`src/rtl/skintone_pixel_pipe.sv`:
```
// skintone_pixel_pipe: elastic multi-lane RGB skin-tone classifier, STAGES deep.
// Defining SKINTONE_STATS_EN adds saturating stat_beats/stat_skin output counters.
module skintone_pixel_pipe #(
  parameter int LANES    = 1,
  parameter int CH_W     = 8,
  parameter int RESULT_W = 8,
  parameter int STAGES   = 3,
  parameter int R_MIN    = 95,
  parameter int G_MIN    = 40,
  parameter int B_MIN    = 20,
  parameter int DIFF_MIN = 15
) (
  input  logic                       clk,
  input  logic                       rst,
  input  logic [LANES*3*CH_W-1:0]    pixel_datain,
  input  logic                       pixel_datain_valid,
  output logic                       pixel_datain_ready,
  output logic [LANES*RESULT_W-1:0]  result_dataout,
  output logic                       result_dataout_valid,
  input  logic                       result_dataout_ready
`ifdef SKINTONE_STATS_EN
  ,
  output logic [31:0]                stat_beats,
  output logic [31:0]                stat_skin
`endif
);
  localparam int DW = LANES*RESULT_W;
  logic [STAGES-1:0]  v_q, v_d, en;
  logic [LANES*5-1:0] cmp_q, cmp_d;
  logic [DW-1:0]      res_q [1:STAGES-1];
  logic [DW-1:0]      res_d [1:STAGES-1];
  // R-G is taken one bit wider and signed so that R<G is negative instead of wrapping.
  function automatic logic [4:0] cmp(input logic [3*CH_W-1:0] p);
    logic [CH_W-1:0] r, g, b;
    r = p[3*CH_W-1:2*CH_W];
    g = p[2*CH_W-1:CH_W];
    b = p[CH_W-1:0];
    return {r > CH_W'(R_MIN), g > CH_W'(G_MIN), b > CH_W'(B_MIN), r > b,
            ($signed({1'b0, r}) - $signed({1'b0, g})) > $signed((CH_W+1)'(DIFF_MIN))};
  endfunction
  always_comb begin
    cmp_d = cmp_q;
    res_d = res_q;
    // A stage may load unless it and every stage after it are full while the sink stalls.
    for (int k = 0; k < STAGES; k++)
      en[k] = result_dataout_ready || ((v_q >> k) != ({STAGES{1'b1}} >> k));
    v_d[0] = en[0] ? pixel_datain_valid : v_q[0];
    for (int k = 1; k < STAGES; k++) v_d[k] = en[k] ? v_q[k-1] : v_q[k];
    for (int l = 0; l < LANES; l++) begin
      cmp_d[l*5 +: 5] = en[0] ? cmp(pixel_datain[l*3*CH_W +: 3*CH_W]) : cmp_q[l*5 +: 5];
      res_d[1][l*RESULT_W +: RESULT_W] = en[1] ? {RESULT_W{&cmp_q[l*5 +: 5]}}
                                               : res_q[1][l*RESULT_W +: RESULT_W];
    end
    for (int k = 2; k < STAGES; k++) res_d[k] = en[k] ? res_q[k-1] : res_q[k];
  end
  always_ff @(posedge clk or negedge rst) begin
    if (!rst) begin
      v_q   <= '0;
      cmp_q <= '0;
      for (int k = 1; k < STAGES; k++) res_q[k] <= '0;
    end else begin
      v_q   <= v_d;
      cmp_q <= cmp_d;
      res_q <= res_d;
    end
  end
  assign pixel_datain_ready   = en[0];
  assign result_dataout       = res_q[STAGES-1];
  assign result_dataout_valid = v_q[STAGES-1];
`ifdef SKINTONE_STATS_EN
  logic        fire;
  logic [31:0] beats_q, beats_d, skin_q, skin_d;
  logic [32:0] skin_sum;
  always_comb begin
    fire = v_q[STAGES-1] && result_dataout_ready;
    skin_sum = {1'b0, skin_q};
    for (int l = 0; l < LANES; l++) skin_sum = skin_sum + 33'(res_q[STAGES-1][l*RESULT_W]);
    beats_d = (fire && beats_q != '1) ? beats_q + 32'd1 : beats_q;
    skin_d  = !fire ? skin_q : skin_sum[32] ? '1 : skin_sum[31:0];
  end
  always_ff @(posedge clk or negedge rst) begin
    if (!rst) begin
      beats_q <= '0;
      skin_q  <= '0;
    end else begin
      beats_q <= beats_d;
      skin_q  <= skin_d;
    end
  end
  assign stat_beats = beats_q;
  assign stat_skin  = skin_q;
`endif
endmodule

```
`config.mk`:
```
export PLATFORM = sky130hd
export DESIGN_NAME = skintone_pixel_pipe
export DESIGN_NICKNAME = d
export VERILOG_FILES = /design/src/rtl/skintone_pixel_pipe.sv
export SDC_FILE = /design/constraint.sdc
export NUM_CORES = 1
export LEC_CHECK = 0
export BUFFER_PORTS_ARGS = -buffer_cell sky130_fd_sc_hd__buf_2
export CORE_MARGIN = 3
export CORE_UTILIZATION = 25
export CTS_CLUSTER_DIAMETER = 40
export DETAILED_ROUTE_END_ITERATION = 16
export PLACE_DENSITY = 0.54
export SYNTH_ARGS = -nofsm -noshare
export SYNTH_HDL_FRONTEND = slang
export SYNTH_SLANG_ARGS = --single-unit
```
`constraint.sdc`:
```
create_clock -name clk -period 2.6 [get_ports clk]
set_input_delay 0.39 -clock clk [delete_from_list [all_inputs] [get_ports clk]]
set_output_delay 0.39 -clock clk [all_outputs]
set_load 0.03 [all_outputs]
```
==> out/summary.log <==
[global_route] global-route wire length before repair 4.19 mm
[global_route] maximum number of pins on one net before global-route repair 14
[worst_setup_path] WP data arrival 1.49 ns
[synthesis] Synth top area share 24.5%
[timing] setup repair after global routing missed its margin no
[worst_setup_path] Worst Setup End Kind output port
[die] floorplan row count 22
[timing] worst hold slack 0.0161 ns
[cts] number of clock sinks 10
[cells_and_area] Syn-to-layout area delta 21.7%
[synthesis] largest cells by area after synthesis dfrtp_1, ha_1, inv_1, buf_4, a21oi_1
[power] leakage power 0.686 nW
[timing] Setup Viol. Count Final 0
[worst_setup_path] crit-path max cell delay 0.38 ns
[synthesis] number of distinct library cell variants in the gate-level netlist after synthesis 35
[hold_path] type of the worst min-delay path input port to async pin
[synthesis] post-synthesis cell area 1020 um^2
[global_route] via count of the first global-routing pass 1,006
[synthesis] share of the synthesized netlist area taken by xor and xnor gates 1.71%
[die] I/O pin total 38
[global_route] GR Overflow Total 0
[routing] count of routing violations after the opening detailed-route iteration 23
[timing] highest clock frequency the design can meet 533 MHz
[worst_setup_path] ordered list of cells on the worst path nor2b_2 -> nand3_1 -> buf_2
[power] Peak supply drop 0.114 mV
[timing] relative slew slack 64.5%
[die] area inside the core boundary 3800 um^2
[timing] endpoints failing hold 0
[cts] # hold bufs at CTS 0
[die] starting density of the core 26.9%
[routing] total via count in the routed design 934
[placed_design] I/O Buffers 37
[worst_setup_path] critical path start-end classification flop to output port
[synthesis] count of mapped cells out of synthesis 123
[power] total power divided by cell area 442 nW/um^2
[synthesis] total nets after synthesis 169
[die] Die Y-Extent 69.9 um
[cells_and_area] fraction of layout cells with a size suffix above 1 29.9%
[cells_and_area] combined flip-flop and latch cell area 250 um^2
[placed_design] Final HPWL DP 2.10 mm
[routing] average wire length per cell after detail routing 11.9 um
[die] overall die width 69.9 um
[timing] crit path time final 1.88 ns
[cts] clock network latency to the later pin of the worst-skew pair 0.23 ns
[cells_and_area] fillers 415
[cts] H-tree depth 1
[synthesis] YS warnings 0
[worst_setup_path] cell type group with the largest total delay on the critical path simple AND/OR/NAND/NOR gates
[status] run status complete, no violations
[cts] Resized Gates After CTS 0
[worst_setup_path] standard cell with the maximum stage delay on the critical path nand3_1
[cts] Clock Tree Buf Depth 2
[synthesis] share of synthesized cell area in full adder, half adder and majority cells 22.8%
[die] Die Outline Area 4890 um^2
[worst_setup_path] Critical Path Source Type flop
[timing] part of the cycle the worst path needs 72.2%
[cts] number of buffers created by CTS 3
[synthesis] main combinational cell family by area after synthesis adder cells
[cts] count of buffers added by post-CTS timing repair for setup 0
[cts] clock tree from TritonCTS built
[synthesis] Synth Area in Simple Gates 17.1%
[routing] metal3 WL 182 um
[timing] largest clock skew in the final design 0.00286 ns
[cells_and_area] NumNets Final 202
[synthesis] Avg Cell Area, Syn 8.31 um^2
[timing] Fin Setup TNS 0 ns
[routing] met2 wire length 1.17 mm
[routing] number of detailed-routing iterations run before antenna repair 4
[synthesis] multiplexer area fraction after synthesis 1.10%
[routing] uppermost metal layer occupied by signal nets met4
[global_route] antenna violations before repair 0
[worst_setup_path] maximum fanout encountered on the critical timing path 13
[worst_setup_path] Critical Path RT 2.21 ns
[synthesis] Synth Area in Compound Gates 19.8%
[cells_and_area] diodes inserted 0
[routing] per-cell via count in the routed design 4.62
[timing] Final Slew Violations 0
[cts] clock-pin slew on the worst setup and hold paths 0.05 ns
[worst_setup_path] count of buffering cells on the critical path with inverters included 1
[routing] detailed-route wire length on metal 1 1.05 mm
[routing] final routed wirelength across all metal layers 2.41 mm
[routing] number of routed nets with antenna violations 0
[cts] clock tree root driver cell clkbuf_8
[synthesis] number of synthesized register bits 10
[routing] DRC Markers 0
[job] Max Cap Viol 0
[cells_and_area] area of combinational cells with multiple inputs 639 um^2
[cells_and_area] final standard cell utilization of the core 32.7%
[synthesis] fraction of the yosys area taken by sequential cells 24.5%
[placed_design] GP Congestion 0.810
[global_route] total routing usage reported by global routing 10.2%
[timing] Tightest Pin Transition 0.520 ns
[synthesis] leading area contributor after synthesis dfrtp_1
-- final cells by class --
cell class / instances / area share (%)
Timing Repair Buffer: 37 / 14.9
Multi-Input combinational cell: 86 / 51.4
Sequential cell: 10 / 20.1
Clock buffer: 3 / 3.32
Inverter: 18 / 5.43
Tap cell: 48 / 4.83
-- synthesized netlist by cell type, drive strengths merged --
library cell,n
nor3,2
fa,1
xnor2,1
xor2,1
inv,18
o31ai,1
a21o,3
a211o,1
a21oi,9
buf,9
nand3,4
a41oi,2
a2111oi,1
or2,2
nand3b,1
o211a,1
o21ai,7
o32ai,1
a31oi,2
and3,2
nand2b,2
o31a,1
nand4,1
mux2,1
o211ai,1
ha,17
nand2,6
nor2b,5
nor2,10
dfrtp,10
-- cells in the final DEF, fill, tap and decap left out, types with 3 or more instances in the layout --
cell type,instances
nor2b_1,4
inv_1,18
nor2_1,10
clkbuf_8,3
nand2_1,6
dfrtp_1,10
nand3_1,4
o21ai_0,7
ha_1,17
a21oi_1,8
buf_2,37
-- per-layer routing --
metal	vias to the layer above	GRT usage (%)
met5	-	0
met4	0	3.19
met3	2	2.30
met2	40	18.9
met1	412	11.5
li1	480	-
-- report_power, final --
part | switching [mW] | internal (mW) | leakage [nW] | total, mW
clock | 0.0527 | 0.101 | 0.0216 | 0.153
combinational | 0.125 | 0.0865 | 0.551 | 0.211
sequential | 0.0119 | 0.173 | 0.114 | 0.185
total | 0.189 | 0.361 | 0.686 | 0.550
-- stage by stage --
step,setup slack (ns),total power [mW],cells,cell area (um^2)
global route,0.565,0.595,202,1240
floorplan,0.770,0.348,123,1020
detailed placement,0.555,0.400,199,1200
global placement,0.616,0.392,199,1200
CTS,0.694,0.558,202,1240
finish,0.723,0.550,202,1240
-- sequential cells by signal, summed over array words and instances, names as in the netlist --
signal          cells
cmp_q               5
v_q                 3
res_q               1
result_dataout      1
-- cell families (layout without fill, tap and decap cells) --
logic type | count (synthesis) | after routing
fa+ha+maj | 18 | 18
mux | 1 | 1
flops | 10 | 10
buf+inv | 27 | 58
compound gates | 30 | 30
xor+xnor | 2 | 2
simple gates | 35 | 35
-- worst paths after layout --
kind,to,start,slack [ns],cells past startpoint
worst max-delay path,pixel_datain_ready,v_q[2],0.72,3
worst min-delay path,cmp_q[0],rst,0.02,1
worst max register to register,cmp_q[0],v_q[2],0.92,5
worst min register to register,v_q[1],v_q[0],0.47,1
max in group asynchronous,res_q[8],rst,2.39,1
min in group clk,v_q[0],pixel_datain_valid,0.36,2
(Power assumes the default switching activity.)
